## src/rtl/track_ca_generator_pkg.sv

```systemverilog
// Shared GPS L1 C/A tracking definitions: code length, FSM state type and
// the G2 phase-select (tap pair) table indexed by PRN.
package track_ca_generator_pkg;

    localparam int unsigned CA_LEN     = 1023;
    localparam int unsigned CHIP_IDX_W = 10;
    localparam int unsigned PRN_W      = 6;
    localparam int unsigned TAP_W      = 4;

    localparam logic [CHIP_IDX_W-1:0] LAST_CHIP = CHIP_IDX_W'(CA_LEN - 1);

    typedef enum logic [1:0] {
        ST_IDLE    = 2'd0,
        ST_PRELOAD = 2'd1,
        ST_RUN     = 2'd2
    } ca_state_t;

    // G2 stage numbers (1..10) whose XOR forms the delayed G2 output.
    typedef struct packed {
        logic [TAP_W-1:0] a;
        logic [TAP_W-1:0] b;
    } tap_pair_t;

    // 32-entry G2 tap-pair table; out-of-table PRNs fall back to PRN 1.
    function automatic tap_pair_t g2_tap_lookup(input logic [PRN_W-1:0] prn);
        tap_pair_t t;
        case (prn)
            6'd1:    t = '{4'd2, 4'd6};
            6'd2:    t = '{4'd3, 4'd7};
            6'd3:    t = '{4'd4, 4'd8};
            6'd4:    t = '{4'd5, 4'd9};
            6'd5:    t = '{4'd1, 4'd9};
            6'd6:    t = '{4'd2, 4'd10};
            6'd7:    t = '{4'd1, 4'd8};
            6'd8:    t = '{4'd2, 4'd9};
            6'd9:    t = '{4'd3, 4'd10};
            6'd10:   t = '{4'd2, 4'd3};
            6'd11:   t = '{4'd3, 4'd4};
            6'd12:   t = '{4'd5, 4'd6};
            6'd13:   t = '{4'd6, 4'd7};
            6'd14:   t = '{4'd7, 4'd8};
            6'd15:   t = '{4'd8, 4'd9};
            6'd16:   t = '{4'd9, 4'd10};
            6'd17:   t = '{4'd1, 4'd4};
            6'd18:   t = '{4'd2, 4'd5};
            6'd19:   t = '{4'd3, 4'd6};
            6'd20:   t = '{4'd4, 4'd7};
            6'd21:   t = '{4'd5, 4'd8};
            6'd22:   t = '{4'd6, 4'd9};
            6'd23:   t = '{4'd1, 4'd3};
            6'd24:   t = '{4'd4, 4'd6};
            6'd25:   t = '{4'd5, 4'd7};
            6'd26:   t = '{4'd6, 4'd8};
            6'd27:   t = '{4'd7, 4'd9};
            6'd28:   t = '{4'd8, 4'd10};
            6'd29:   t = '{4'd1, 4'd6};
            6'd30:   t = '{4'd2, 4'd7};
            6'd31:   t = '{4'd3, 4'd8};
            6'd32:   t = '{4'd4, 4'd9};
            default: t = '{4'd2, 4'd6};
        endcase
        return t;
    endfunction

endpackage

```

## src/rtl/ca_lfsr_pair.sv

```systemverilog
// G1/G2 C/A code LFSR pair with G2 phase-select tap mux.
// Ports: clk, rstn (sync, active-low), step (advance one chip),
//        reload (force both LFSRs to all ones, wins over step),
//        tap_sel (G2 tap pair used for the next chip), chip (registered code chip).
module ca_lfsr_pair
    import track_ca_generator_pkg::*;
(
    input  logic      clk,
    input  logic      rstn,
    input  logic      step,
    input  logic      reload,
    input  tap_pair_t tap_sel,
    output logic      chip
);

    logic [10:1] g1, g2;
    logic [10:1] g1_n, g2_n;
    logic [15:0] g2_ext;
    logic        chip_n;

    // Next LFSR state; chip is computed from it so the chip output is a flop.
    always_comb begin
        g1_n = g1;
        g2_n = g2;
        if (reload) begin
            g1_n = '1;
            g2_n = '1;
        end else if (step) begin
            g1_n = {g1[9:1], g1[3] ^ g1[10]};
            g2_n = {g2[9:1], g2[2] ^ g2[3] ^ g2[6] ^ g2[8] ^ g2[9] ^ g2[10]};
        end
        // Zero-padded so any 4-bit tap index selects a defined bit.
        g2_ext = {5'd0, g2_n, 1'b0};
        chip_n = g1_n[10] ^ g2_ext[tap_sel.a] ^ g2_ext[tap_sel.b];
    end

    always_ff @(posedge clk) begin
        if (!rstn) begin
            g1   <= '1;
            g2   <= '1;
            chip <= 1'b1;  // all-ones state yields 1 for every tap pair
        end else begin
            g1   <= g1_n;
            g2   <= g2_n;
            chip <= chip_n;
        end
    end

endmodule

```

## src/rtl/track_ca_generator.sv

```systemverilog
// GPS C/A code generator for a tracking channel: NCO-paced half-chip
// strobes drive early/prompt/late replicas spaced by half a chip.
// Ports: i_clk, i_rstn (sync, active-low), i_start/i_prn (load PRN and start),
//        i_code_rate (NCO increment, one wrap = half chip), i_en (sample strobe),
//        o_early/o_prompt/o_late (1 = +1), o_valid (i_en delayed), o_epoch,
//        o_chip_idx (prompt chip 0..1022), o_busy, o_err (illegal PRN on start).
module track_ca_generator
    import track_ca_generator_pkg::*;
#(
    parameter int unsigned NCO_WIDTH = 32,
    parameter int unsigned PRN_MAX   = 32
) (
    input  logic                  i_clk,
    input  logic                  i_rstn,
    input  logic                  i_start,
    input  logic [PRN_W-1:0]      i_prn,
    input  logic [NCO_WIDTH-1:0]  i_code_rate,
    input  logic                  i_en,
    output logic                  o_early,
    output logic                  o_prompt,
    output logic                  o_late,
    output logic                  o_valid,
    output logic                  o_epoch,
    output logic [CHIP_IDX_W-1:0] o_chip_idx,
    output logic                  o_busy,
    output logic                  o_err
);

    ca_state_t             state, next_state;
    logic [NCO_WIDTH-1:0]  nco, nco_n;
    logic [NCO_WIDTH:0]    nco_sum;
    logic                  pre_cnt;
    logic                  half;      // 1 when the next sample is the second half of a chip
    logic [CHIP_IDX_W-1:0] code_idx;  // chip currently presented by the LFSRs
    logic [CHIP_IDX_W-1:0] chip_idx;  // chip currently on the prompt output
    tap_pair_t             tap_q, tap_sel;
    logic                  early, prompt, late, valid, epoch, busy, err;
    logic                  prn_ok, load, shift, step, adv, reload, err_c;
    logic                  code_chip;

    assign prn_ok = (i_prn != '0) && (32'(i_prn) <= PRN_MAX);

    // Next-state and datapath control.
    always_comb begin
        next_state = state;
        load       = 1'b0;
        shift      = 1'b0;
        nco_sum    = '0;
        nco_n      = nco;
        case (state)
            ST_IDLE: begin
                if (i_start && prn_ok) begin
                    load       = 1'b1;
                    next_state = ST_PRELOAD;
                end
            end
            ST_PRELOAD: begin
                // Two forced strobes put chip 0 on prompt before RUN.
                shift = 1'b1;
                if (pre_cnt) next_state = ST_RUN;
            end
            ST_RUN: begin
                if (i_start && prn_ok) begin
                    load       = 1'b1;
                    next_state = ST_PRELOAD;
                end else if (i_en) begin
                    nco_sum = {1'b0, nco} + {1'b0, i_code_rate};
                    nco_n   = nco_sum[NCO_WIDTH-1:0];
                    shift   = nco_sum[NCO_WIDTH];
                end
            end
            default: next_state = ST_IDLE;
        endcase
        err_c   = i_start && !prn_ok && (state != ST_PRELOAD);
        // A strobe that completes a chip advances the LFSRs and, in RUN, the prompt index.
        step    = shift && half;
        adv     = step && (state == ST_RUN);
        reload  = load || (step && (code_idx == LAST_CHIP));
        tap_sel = load ? g2_tap_lookup(i_prn) : tap_q;
    end

    always_ff @(posedge i_clk) begin
        if (!i_rstn) state <= ST_IDLE;
        else         state <= next_state;
    end

    // Datapath and registered outputs.
    always_ff @(posedge i_clk) begin
        if (!i_rstn) begin
            nco      <= '0;
            pre_cnt  <= 1'b0;
            half     <= 1'b0;
            code_idx <= '0;
            chip_idx <= '0;
            tap_q    <= '{4'd2, 4'd6};
            early    <= 1'b0;
            prompt   <= 1'b0;
            late     <= 1'b0;
            valid    <= 1'b0;
            epoch    <= 1'b0;
            busy     <= 1'b0;
            err      <= 1'b0;
        end else begin
            valid <= i_en;
            err   <= err_c;
            busy  <= (next_state != ST_IDLE);
            epoch <= 1'b0;
            if (load) begin
                tap_q    <= tap_sel;
                nco      <= '0;
                pre_cnt  <= 1'b0;
                half     <= 1'b0;
                code_idx <= '0;
                chip_idx <= '0;
                early    <= 1'b0;
                prompt   <= 1'b0;
                late     <= 1'b0;
            end else begin
                nco <= nco_n;
                if (state == ST_PRELOAD) pre_cnt <= ~pre_cnt;
                if (shift) begin
                    early  <= code_chip;
                    prompt <= early;
                    late   <= prompt;
                    half   <= ~half;
                end
                if (step) begin
                    code_idx <= (code_idx == LAST_CHIP) ? '0 : code_idx + 10'd1;
                end
                if (adv) begin
                    if (chip_idx == LAST_CHIP) begin
                        chip_idx <= '0;
                        epoch    <= 1'b1;
                    end else begin
                        chip_idx <= chip_idx + 10'd1;
                    end
                end
            end
        end
    end

    ca_lfsr_pair u_lfsr (
        .clk     (i_clk),
        .rstn    (i_rstn),
        .step    (step),
        .reload  (reload),
        .tap_sel (tap_sel),
        .chip    (code_chip)
    );

    assign o_early    = early;
    assign o_prompt   = prompt;
    assign o_late     = late;
    assign o_valid    = valid;
    assign o_epoch    = epoch;
    assign o_chip_idx = chip_idx;
    assign o_busy     = busy;
    assign o_err      = err;

endmodule

```

## config.mk

```make
export PLATFORM = sky130hd
export DESIGN_NAME = track_ca_generator
export DESIGN_NICKNAME = d
export VERILOG_FILES = /design/src/rtl/track_ca_generator_pkg.sv /design/src/rtl/ca_lfsr_pair.sv /design/src/rtl/track_ca_generator.sv
export SDC_FILE = /design/constraint.sdc
export NUM_CORES = 1
export LEC_CHECK = 0
export CAP_MARGIN = 20
export CORE_MARGIN = 5
export CORE_UTILIZATION = 43
export CTS_CLUSTER_SIZE = 24
export DETAILED_ROUTE_END_ITERATION = 6
export DONT_BUFFER_PORTS = 1
export PLACE_DENSITY = 0.67
export SLEW_MARGIN = 20
export SYNTH_ARGS = -nofsm -noshare
export SYNTH_HDL_FRONTEND = slang
export SYNTH_SLANG_ARGS = --single-unit
```

## constraint.sdc

```tcl
create_clock -name i_clk -period 4.03 [get_ports i_clk]
set_clock_uncertainty 0.15 [all_clocks]
set_input_delay 1.0075 -clock i_clk [delete_from_list [all_inputs] [get_ports i_clk]]
set_output_delay 1.0075 -clock i_clk [all_outputs]
set_load 0.03 [all_outputs]
```

Yosys cells after proc, flatten, opt, wreduce, memory -nomap -nowiden
Memory sizes are Yosys's and may differ from the RTL's.
Index checks and enable logic that the tools add are counted.
{ "word_totals": {"in_bits": 42, "rom_bits": 512, "register_bits": 92, "n_memories": 1, "elab_cells": 81} }
{ "classes": {"n_lt_le_gt_ge": 3, "reduce_logical": 17, "n_eq_ne": 5, "bitwise": 13, "mux": 20, "n_addsub": 3} }
{ "mem_list": {"columns": ["memory", "words", "width", "rd", "rd_ports_with_merged_regs", "wr", "line", "source"], "rows": [
  ["(name not given)", 64, 8, 1, 0, 0, "track_ca_generator_pkg.sv:27", "case (prn)"]
]} }
{ "ops": {"columns": ["op", "n"], "rows": [
  ["10-bit two-way mux", 6],
  ["32-bit by 32-bit adder with 33-bit output", 1],
  ["10-bit by 1-bit adder with 10-bit output (second input constant)", 2],
  ["10-bit equality test (second input constant)", 2],
  ["4-bit by 5-bit < comparator with 1-bit output (second input constant)", 2],
  ["1-bit binary-select mux with 4-bit select", 2],
  ["8-bit two-way mux", 1],
  ["1-bit bitwise XOR", 8],
  ["1-bit logical AND", 7],
  ["1-bit two-way mux", 7],
  ["6-bit less-or-equal comparator (second input constant)", 1],
  ["6-bit nonzero test", 1],
  ["2-bit OR reduction", 3],
  ["1-bit inverter", 5],
  ["2-bit two-way mux", 2],
  ["2-bit one-hot mux with 2 select lines", 1],
  ["3-bit AND reduction", 1],
  ["3-bit OR reduction", 1],
  ["2-bit by 1-bit equality test with 1-bit output (second input constant)", 1],
  ["2-bit equality test (second input constant)", 1],
  ["2-bit zero test", 1],
  ["2-bit by 1-bit inequality test with 1-bit output (second input constant)", 1],
  ["1-bit one-hot mux with 2 select lines", 1],
  ["2-bit nonzero test", 1],
  ["2 further kinds", 2]
]} }

Longest topological paths before layout
Gate-level depths: netlist of run 1.
{ "depth": {"depth_word": 13, "mapped_depth": 15} }

Hierarchy
Synthesis of run 1 repeated with hierarchy kept, for this count alone.
{ "hier_totals": {"hier_cells": 762, "area_unflattened_um2": 6147.1} }
{ "by_module_without_submodules": {"columns": ["mod", "area_per_inst_um2", "seq_area_each_um2", "instances", "cells_each"], "rows": [
  ["track_ca_generator", 4933.5, 1421.4, 1, 628],
  ["ca_lfsr_pair", 1213.7, 420.4, 1, 134]
]} }

Worst setup path before layout of run 1
No wires, ideal clock.
{ "synth_path": {"path_type": "input port to flip-flop", "startpoint": "in i_code_rate[0]", "endpoint": "reg u_lfsr.chip", "required_time_ns": 3.752, "t_arrival_ns": 3.828, "path_slack_ns": -0.076, "setup_time_ns": 0.128, "stages": 14, "cell_sequence": "ha_1 fa_1 a211oi_1 o21ai_1 nand2_1 o221ai_1 a211o_1 buf_6 mux4_2 or3_1 o211ai_2 a211oi_1 xnor3_1 nand2_1"} }
{ "synth_via": {"elab_chain_len": 12, "elab_cells_between_ends": 17, "classes_between": "add/sub: 1; mux: 11; bitwise: 2; reduce/logical: 3"} }
{ "synth_lines": {"columns": ["element", "line", "source"], "rows": [
  ["from (decl)", "track_ca_generator.sv:17", "input logic [NCO_WIDTH-1:0] i_code_rate,"],
  ["32-bit by 32-bit adder with 33-bit output (*)", "track_ca_generator.sv:67", "nco_sum = {1'b0, nco} + {1'b0, i_code_rate};"],
  ["1-bit two-way mux (*)", "track_ca_generator.sv:66", "end else if (i_en) begin"],
  ["1-bit two-way mux (*)", "track_ca_generator.sv:63", "if (i_start && prn_ok) begin"],
  ["1-bit one-hot mux with 2 select lines (*)", "track_ca_generator.sv:50", "case (state)"],
  ["1-bit logical AND (*)", "track_ca_generator.sv:76", "step = shift && half;"],
  ["1-bit logical AND", "track_ca_generator.sv:78", "reload = load || (step && (code_idx == LAST_CHIP));"],
  ["1-bit logical OR", "track_ca_generator.sv:78", null],
  ["10-bit two-way mux", "ca_lfsr_pair.sv:25", "if (reload) begin"],
  ["1-bit binary-select mux with 4-bit select", "ca_lfsr_pair.sv:34", "chip_n = g1_n[10] ^ g2_ext[tap_sel.a] ^ g2_ext[tap_sel.b];"],
  ["1-bit two-way mux (implied by the code)", "ca_lfsr_pair.sv:34", null],
  ["1-bit bitwise XOR", "ca_lfsr_pair.sv:34", null],
  ["1-bit bitwise XOR (*)", "ca_lfsr_pair.sv:34", null],
  ["to (signal assigned)", "ca_lfsr_pair.sv:45", "chip <= chip_n;"],
  ["to (decl)", "ca_lfsr_pair.sv:13", "output logic chip"]
]} }
Every way passes the cells marked *; elsewhere a longest branch is shown, timed or not. The select of a mux whose other input is x is not followed.
A chain may end at the register's enable or synchronous reset.

Worst setup path in the final report of run 1
{ "layout_path": {"startpoint": "in i_code_rate[22]", "endpoint": "reg u_lfsr.chip"} }
The elaborated chain is that of the path after synthesis.

==> impl_metrics.py, run 1 <==
metrics = {
    "outcome": {
        "status": "complete, no violations",
    },
    "die": {
        "die_x_um": 128,
        "rows": 43,
        "ioPinCount": 59,
        "start_util_pct": 43.6,
        "die_h_um": 128,
        "die_area_um2": 16400,
        "core_um2": 13800,
    },
    "logic_synthesis": {
        "ys_warn_count": 0,
        "yosys.area_share.simple_pct": 22.8,
        "synthTopCellsByArea": "dfxtp_1 31%, ha_1 9.4%, nand2_1 7.4%, a21oi_1 5.9%, nor2_1 4.3%",
        "synth_compound_area_share_pct": 18.7,
        "synth_cell_types": 66,
        "synth_top_area_share_pct": 30.7,
        "synth-edff-count": 0,
        "synthFlopType": "dfxtp_1",
        "synth.area.mux_share_pct": 5.90,
        "async_reset_ff_share_pct": 0,
        "synth_cells": 757,
        "synth_seq_area_share_pct": 30.7,
        "synth_top_family_by_area": "simple AND/OR/NAND/NOR gates",
        "postSynthAreaPerCell_um2": 7.93,
        "synth_xor_area_share_pct": 8.09,
        "synth_area_um2": 6000,
        "ys_ff_latch": 92,
        "synthAdderAreaFrac_pct": 9.72,
        "syn_nets": 845,
        "synth_top_area_cell": "dfxtp_1",
    },
    "cells_and_area": {
        "antenna_cells": 0,
        "drive_gt1_share_pct": 15.7,
        "syn2layout_area_growth_pct": 17.1,
        "multi_input_area_um2": 3950,
        "final_common_cell": "nand2_1",
        "nFillCells": 1366,
        "final_util_pct": 51.0,
        "ff_latch_area_um2": 1840,
        "nets": 905,
        "mostFrequentLayoutCells": "119 x nand2_1, 92 x dfxtp_1, 81 x buf_4",
    },
    "critical_path": {
        "arrival_ns": 3.99,
        "path_cells": "ha_1 -> and3_4 -> and2_4 -> o311a_1 -> o2111a_1 -> a211o_1 -> buf_4 -> mux2i_2 -> mux2_2 -> o2111ai_1 -> a32oi_1 -> xnor3_1 -> nand2_1",
        "crit_cells": 13,
        "worst-path-max-fanout": 5,
        "worstReg2RegEnd": "u_lfsr.chip",
        "ff2ff_path_depth": 13,
        "critical_path_class": "input pin to flop",
        "required_ns": 4.17,
        "reg2reg_setup_slack_ns": 0.53,
        "max_stage_delay_ns": 0.35,
        "r2r_start": "nco[22]",
        "cp_slowest_cell": "a211o_1",
        "setup.worst_path.start_class": "input pin",
        "cp_top_family": "compound AO/OA/AOI/OAI gates",
        "critical_path_buf_inv_count": 1,
        "cp-end-kind": "flop",
    },
    "route": {
        "drc": 0,
        "via_per_inst": 5.31,
        "first_pass_iters": 5,
        "drt-total-wl_mm": 14.2,
        "via_count": 5311,
        "antenna_left": 0,
        "wl_per_cell_um": 14.2,
        "first_iter_violations": 322,
    },
    "global_route": {
        "grt_remaining_overflow": 0,
        "grt_first_pass_wirelength_mm": 24.0,
        "antenna_found_initial": 0,
        "grtUsageTotal_pct": 17.8,
        "grt_pass1_vias": 5048,
        "grt_max_degree": 35,
    },
    "worst_hold_path": {
        "hold_depth": 2,
        "holdPathEnd": "nco[15]",
        "hold_class": "flop to flop",
        "min_from": "nco[15]",
    },
    "sta": {
        "slew_headroom_pct": 60.6,
        "tns_ns": 0,
        "drv_slew": 0,
        "finalCriticalPeriod_ns": 3.85,
        "worst_slew_pin_slew_ns": 0.591,
        "maxClockFrequency_mhz": 260,
        "period_share_pct": 95.5,
        "fin_ws_ns": 0.180,
        "setup_viol": 0,
        "final_hold_viol_count": 0,
        "rsz0062_at_grt": "false",
    },
    "clocking": {
        "clock_sinks": 92,
        "ctsHtreeMaxLevel": 3,
        "clkTransAtPathRegs_ns": 0.06,
        "cts-root-buf": "clkbuf_16",
        "clockBufferDepth": 2,
        "cts_buffers": 9,
        "cts_hold_buf": 0,
        "clk_latency_ns": 0.35,
        "cts_tree": "yes",
    },
    "power_and_ir_drop": {
        "leakage_nw": 3.01,
        "irDropWorstVdd_uv": 219,
        "powerDensity_nw_per_um2": 287,
    },
    "place": {
        "numPortBuffers": 0,
        "place_ws_ns": -0.166,
        "hpwl_mm": 10.8,
        "gp_congestion": 0.864,
    },
    "job": {
        "cap_viol_max_count": 0,
    },
}
==> synth_stat cells, types with 4 or more instances <==
cell type,count
xnor2_1,28
dfxtp_1,92
nor2b_1,12
and3_1,6
nand2b_1,6
xor2_1,23
a31oi_1,8
nor2_1,68
or3_1,6
clkbuf_1,22
or2_2,12
and2_1,6
nand4_1,9
nand2_1,119
nor3_1,15
a21oi_1,71
ha_1,45
a21o_1,16
mux2i_1,25
inv_1,24
buf_2,4
o21a_1,5
a21boi_0,4
a211oi_1,7
nand3_1,25
o211ai_1,8
o21ai_0,31
==> worst register-to-register path, delay by kind of cell (launching register included) <==
family	cells	cell delay [ns]
buffers and inverters	1	0.17
multiplexers	2	0.41
AO/OA/AOI/OAI	5	1.27
AND/OR/NAND/NOR	3	0.44
XOR/XNOR	1	0.35
flip-flops	1	0.31
adder cells (fa/ha/maj)	1	0.34
==> timing repair <==
| item | CTS | global route |
|---|---|---|
| buffers inserted | 0 | 0 |
| setup endpoints to repair | 0 | 1 |
| resized for setup | 0 | 3 |
==> routing by layer <==
layer	up-vias	track usage, %	routed length (um)
li1	2773	-	-
met2	101	29.2	6630
met5	-	0	0
met1	2416	23.4	6730
met3	21	3.04	577
met4	0	6.55	281
==> cell families (layout without fill, tap and decap cells) <==
kind of cell | Yosys count | in the layout
and+or+nand+nor | 297 | 297
AOI/OAI and AO/OA | 181 | 181
DFF | 92 | 92
buffers and inverters | 57 | 121
xor gates and xnor gates | 53 | 53
adders and majority gates | 46 | 46
muxes | 31 | 31
==> worst max path at each step <==
stage	end	startpoint	slack, ns
after floorplan	u_lfsr.chip	i_code_rate[21]	0.0008
after global placement	u_lfsr.chip	i_code_rate[7]	-0.16
after detailed placement	u_lfsr.chip	i_code_rate[7]	-0.17
after CTS	u_lfsr.chip	i_code_rate[7]	0.18
after global routing	u_lfsr.chip	i_code_rate[0]	0.004
final	u_lfsr.chip	i_code_rate[22]	0.18
==> report_power, final <==
group	internal [mW]	switching [mW]	total, mW
registers	0.921	0.0125	0.934
clock network	0.491	0.359	0.850
logic	0.108	0.122	0.230
==> area by class of cell <==
class | instances | area share [%]
Clock inverter | 5 | 0.748
Clock buffer | 10 | 3.40
Multi-Input combinational cell | 608 | 56.2
Tap cell | 180 | 3.21
Timing Repair Buffer | 82 | 8.94
Sequential cell | 92 | 26.2
Inverter | 24 | 1.28
==> sequential cells by signal, indices dropped and copies added (netlist names) <==
signal       cells
code_idx        10
nco             32
o_late           1
o_chip_idx      10
o_busy           1
pre_cnt          1
o_early          1
o_prompt         1
u_lfsr.chip      1
o_valid          1
o_epoch          1
o_err            1
u_lfsr.g2       10
tap_q            8
u_lfsr.g1       10
state            2
half             1
==> stage by stage <==
stage	hold slack [ns]	std cells	cell area (um^2)	power, mW
finish	0.308	1001	7020	2.01
global route	0.325	1001	7020	2.10
CTS	0.309	1001	7010	2.04
detailed placement	0.300	986	6720	1.18
global placement	0.294	986	6720	1.18
floorplan	0.286	757	6010	1.12
Power figures use the tool's default switching activity.
==> run 2: changes to the inputs <==
- SETUP_SLACK_MARGIN: not set -> 0.5
==> run 2 against run 1 <==
Compared with the run above:
- sequential power is essentially flat
- worst setup slack improved by 0.13 ns
- maximum frequency is 3.5% higher
- routed wire length increased by 2.6%
- via count increased by 0.53%
- final area grew 2.2%
- die area unchanged
- clock power increased by 10%
- critical path type unchanged
==> impl_metrics.py, run 2 (synthesized netlist as in run 1, its figures left out) <==
metrics = {
    "sta": {
        "final_hold_viol_count": 0,
        "period_share_pct": 92.3,
        "finalCriticalPeriod_ns": 3.72,
        "maxClockFrequency_mhz": 269,
        "worst_slew_pin_slew_ns": 0.657,
        "setup_viol": 0,
        "slew_headroom_pct": 56.2,
        "rsz0062_at_grt": "true",
        "drv_slew": 0,
    },
    "route": {
        "wl_per_cell_um": 14.7,
        "first_pass_iters": 4,
        "first_iter_violations": 273,
        "antenna_left": 0,
        "drc": 0,
        "drt-total-wl_mm": 14.6,
        "via_per_inst": 5.37,
        "via_count": 5339,
    },
    "die": {
        "core_um2": 13800,
        "start_util_pct": 43.6,
        "rows": 43,
        "die_area_um2": 16400,
        "die_h_um": 128,
        "ioPinCount": 59,
        "die_x_um": 128,
    },
    "critical_path": {
        "max_stage_delay_ns": 0.39,
        "path_cells": "ha_1 -> fa_2 -> a211oi_2 -> o21ai_1 -> nand2_2 -> o221ai_4 -> a211o_4 -> buf_4 -> mux2i_2 -> mux2_2 -> o2111ai_1 -> a32oi_1 -> xnor3_1 -> nand2_1",
        "cp-end-kind": "flop",
        "critical_path_buf_inv_count": 1,
        "cp_slowest_cell": "a211o_4",
        "setup.worst_path.start_class": "input pin",
        "arrival_ns": 3.87,
        "critical_path_class": "input pin to flop",
        "cp_top_family": "compound AO/OA/AOI/OAI gates",
        "worst-path-max-fanout": 4,
        "required_ns": 4.18,
    },
    "global_route": {
        "grt_first_pass_wirelength_mm": 24.1,
        "met3_usage_pct": 3.21,
        "grtUsageTotal_pct": 17.8,
        "grt-busiest-layer": "met2",
        "grt_remaining_overflow": 0,
        "grt_max_degree": 35,
        "met2_usage_pct": 30.2,
        "antenna_found_initial": 0,
        "grt_pass1_vias": 5115,
        "grt_util_met1_pct": 22.6,
    },
    "worst_hold_path": {
        "hold_class": "flop to flop",
    },
    "cells_and_area": {
        "nets": 897,
        "mostFrequentLayoutCells": "118 x nand2_1, 92 x dfxtp_1, 72 x buf_4",
        "largest_reg_flops": 32,
        "nFillCells": 1329,
        "largest_register": "nco",
        "final_cell_area_um2": 7180,
        "syn2layout_area_growth_pct": 19.6,
        "final_common_cell": "nand2_1",
        "drive_gt1_share_pct": 17.6,
        "antenna_cells": 0,
    },
    "clocking": {
        "ctsHtreeMaxLevel": 3,
        "clockBufferDepth": 2,
        "clk_latency_ns": 0.36,
        "clock_sinks": 92,
        "cts_tree": "yes",
        "clkTransAtPathRegs_ns": 0.07,
        "cts_hold_buf": 0,
        "cts-root-buf": "clkbuf_16",
        "cts_buffers": 9,
    },
    "power_and_ir_drop": {
        "powerDensity_nw_per_um2": 293,
        "irDropWorstVdd_uv": 230,
        "power_mw": 2.10,
        "leakage_nw": 2.98,
    },
    "place": {
        "place_area_um2": 6690,
        "numPortBuffers": 0,
        "gp_congestion": 0.871,
        "hpwl_mm": 10.9,
    },
    "job": {
        "cap_viol_max_count": 0,
    },
    "outcome": {
        "status": "complete, no violations",
    },
}
[run 2: cell count changes in the layout (fill, tap and decap cells not counted), sizes merged]
| cell | change |
|---|---|
| clkbuf | -1 |
| inv | +1 |
| bufinv | +1 |
| buf | -8 |
[run 2: worst paths after layout]
path | startpoint | to | slack [ns] | depth (start not counted)
worst max-delay path | i_code_rate[0] | u_lfsr.chip | 0.31 | 14
worst min-delay path | nco[15] | nco[15] | 0.31 | 2
worst max register to register | nco[0] | u_lfsr.chip | 0.65 | 14
worst min register to register | nco[15] | nco[15] | 0.31 | 2
[run 2: stage by stage]
stage / setup WS, ns / hold slack, ns / setup TNS, ns / utilization (%) / cells
3_5_place_dp: -0.122 / 0.298 / -0.184 / 48.5 / 974
5_1_grt: 0.139 / 0.327 / 0 / 52.1 / 994
6_report: 0.311 / 0.308 / 0 / 52.1 / 994
4_1_cts: 0.368 / 0.308 / 0 / 51.1 / 991
2_1_floorplan: 0.0678 / 0.286 / 0 / - / 757
3_3_place_gp: -0.140 / 0.294 / -0.140 / 48.5 / 974
[run 2: power breakdown]
part | switching [mW] | internal (mW) | leakage (nW)
Combinational | 0.125 | 0.108 | 2.08
Sequential | 0.0130 | 0.921 | 0.744
Clock | 0.390 | 0.547 | 0.156
[run 2: area by class of cell]
type	instances	area [um^2]	area share [%]
Multi-Input combinational cell	608	4120	57.5
Sequential cell	92	1840	25.7
Timing Repair Buffer	74	572	7.97
Clock buffer	9	225	3.14
Tap cell	180	225	3.14
Clock inverter	7	98.8	1.38
Inverter	24	90.1	1.26
[run 2: per-layer routing]
| layer | wire [um] | vias to the layer above |
|---|---|---|
| met5 | 0 | - |
| met4 | 267 | 0 |
| met3 | 614 | 18 |
| met2 | 7060 | 88 |
| met1 | 6660 | 2481 |
| li1 | - | 2752 |
[run 2: worst register-to-register path, stage by stage (launching register included)]
cell and delay [ns]:
dfxtp_1 0.31, ha_1 0.21, fa_2 0.38, a211oi_2 0.26, o21ai_1 0.11, nand2_2 0.10, o221ai_4 0.13, a211o_4 0.39
buf_4 0.15, mux2i_2 0.14, mux2_2 0.26, o2111ai_1 0.17, a32oi_1 0.14, xnor3_1 0.34, nand2_1 0.07
[run 2: repair_timing]
| item | in CTS | in global routing |
|---|---|---|
| endpoints found under the setup margin | 10 | 18 |
| pin swaps | 2 | 12 |
| buffers inserted | 1 | 3 |
| resized for setup | 8 | 20 |
| endpoints found under the hold margin | 0 | 0 |
==> run 3: changes to the inputs <==
--- a/constraint.sdc
+++ b/constraint.sdc
@@ -4,2 +4,2 @@
 set_output_delay 1.0075 -clock i_clk [all_outputs]
-set_load 0.03 [all_outputs]
+set_load 0.005 [all_outputs]
==> run 3 against run 2 <==
Compared with the run above:
- sequential share of layout area is 0.56 points lower
- critical path type unchanged
- total power fell by 2.1%
- first-iteration DRC count increased by 18%
- die area unchanged
- sequential power shrank 0.4%
- cell count is 0.80% higher
==> impl_metrics.py, run 3 (synthesized netlist as in run 1, its figures left out) <==
metrics = {
    "die": {
        "die_area_um2": 16400,
        "start_util_pct": 43.6,
        "die_h_um": 128,
        "die_x_um": 128,
        "rows": 43,
        "core_um2": 13800,
        "ioPinCount": 59,
    },
    "sta": {
        "tns_ns": 0,
        "period_share_pct": 90.2,
        "worst_slew_pin_slew_ns": 0.529,
        "setup_viol": 0,
        "maxClockFrequency_mhz": 275,
        "final_hold_viol_count": 0,
        "finalCriticalPeriod_ns": 3.64,
        "slew_headroom_pct": 64.5,
        "drv_slew": 0,
        "rsz0062_at_grt": "true",
    },
    "cells_and_area": {
        "nets": 905,
        "largest_reg_flops": 32,
        "drive_gt1_share_pct": 20.2,
        "fin_cells": 1002,
        "syn2layout_area_growth_pct": 22.3,
        "final_common_cell": "nand2_1",
        "antenna_cells": 0,
        "largest_register": "nco",
        "mostFrequentLayoutCells": "118 x nand2_1, 92 x dfxtp_1, 78 x buf_4",
    },
    "global_route": {
        "grtUsageTotal_pct": 17.6,
        "antenna_found_initial": 0,
        "grt_util_met1_pct": 23.4,
        "grt_first_pass_wirelength_mm": 23.7,
        "met3_usage_pct": 3.38,
        "grt_remaining_overflow": 0,
        "grt-busiest-layer": "met2",
        "grt_max_degree": 35,
        "met2_usage_pct": 27.9,
        "grt_pass1_vias": 5015,
    },
    "power_and_ir_drop": {
        "p_seq_share_pct": 45.2,
        "clkPwrFrac_pct": 43.2,
        "irDropWorstVdd_uv": 201,
        "switching_share_pct": 24.0,
        "p_comb_share_pct": 11.6,
        "powerDensity_nw_per_um2": 281,
        "power.switching_mw": 0.494,
        "p_int_mw": 1.57,
        "leakage_nw": 3.02,
    },
    "clocking": {
        "cts_buffers": 9,
        "clkTransAtPathRegs_ns": 0.06,
        "cts_tree": "yes",
        "ctsHtreeMaxLevel": 3,
        "clock_sinks": 92,
        "cts-root-buf": "clkbuf_16",
        "clk_latency_ns": 0.35,
        "clockBufferDepth": 2,
    },
    "critical_path": {
        "critical_path_class": "input pin to flop",
        "worst-path-max-fanout": 5,
        "reg2reg_setup_slack_ns": 0.68,
        "required_ns": 4.13,
        "cp-end-kind": "flop",
        "arrival_ns": 3.74,
        "setup.worst_path.start_class": "input pin",
    },
    "route": {
        "first_iter_violations": 323,
        "via_per_inst": 5.35,
        "wl_per_cell_um": 14.5,
        "antenna_left": 0,
        "first_pass_iters": 5,
        "via_count": 5362,
        "drc": 0,
        "drt-total-wl_mm": 14.5,
    },
    "job": {
        "cap_viol_max_count": 0,
    },
    "place": {
        "hpwl_mm": 10.7,
        "place_inst": 971,
        "gp_congestion": 0.882,
        "numPortBuffers": 0,
    },
    "outcome": {
        "status": "complete, no violations",
    },
    "worst_hold_path": {
        "hold_class": "flop to flop",
    },
}
[run 3: changes by cell type in the layout (fill, tap and decap cells not counted), sizes merged]
cell / delta
clkinvlp: -1
buf: +8
bufinv: -1
clkbuf: +4
inv: -1
clkinv: -1
[run 3: worst max-delay path, cell delays in order]
cell and delay [ns]:
ha_4 0.24, and3_4 0.19, and2_4 0.15, o311a_1 0.30, o2111a_2 0.30, a211o_4 0.35, mux4_2 0.43, or3_1 0.33
o211ai_2 0.08, a211oi_1 0.09, xnor3_1 0.20, nand2_1 0.05
[run 3: metrics by stage]
step | area [um^2] | total power, mW | worst slack [ns] | util (%) | hold slack [ns]
after detailed placement | 6660 | 1.18 | -0.107 | 48.3 | 0.297
after CTS | 7110 | 2.07 | 0.328 | 51.6 | 0.306
final | 7340 | 2.06 | 0.394 | 53.3 | 0.309
after global routing | 7340 | 2.15 | 0.288 | 53.3 | 0.333
after floorplan | 6070 | 1.12 | 0.0486 | - | 0.286
after global placement | 6660 | 1.17 | -0.0478 | 48.3 | 0.291
[run 3: path summary, 6_finish.rpt]
| kind | from | endpoint | cells after the start |
|---|---|---|---|
| hold / removal | nco[5] | nco[5] | 2 |
| setup / recovery | i_code_rate[21] | u_lfsr.chip | 12 |
| setup reg to reg | nco[21] | u_lfsr.chip | 12 |
| hold reg to reg | nco[5] | nco[5] | 2 |
[run 3: power groups by stage]
stage | clock network, mW | registers, mW | logic (mW)
after floorplan | 0 | 0.947 | 0.170
after global placement | 0 | 0.951 | 0.224
after detailed placement | 0 | 0.951 | 0.225
after CTS | 0.912 | 0.930 | 0.230
after global routing | 0.949 | 0.931 | 0.266
final | 0.890 | 0.930 | 0.239
[run 3: timing repair]
item / CTS / global route
cloned: 0 / 0
pin swaps: 7 / 22
setup buffers: 8 / 7
resized for setup: 16 / 35
hold buffers: 0 / 0
setup endpoints to repair: 15 / 21
[run 3: routing by layer]
metal,share of wire [%],routed length (um),up-vias
met2,46,6660,96
met3,3.5,513,21
met1,49,7050,2468
met5,0,0,-
met4,2.2,313,0
li1,-,-,2777
[run 3: final cells by class]
class	count	area (um^2)
multi-input cells	608	4220
inverters	24	90.1
well taps	180	225
fillers	1298	6440
flip-flops and latches	92	1840
repair buffers	82	643
clock inverters	3	43.8
clock buffers	13	270
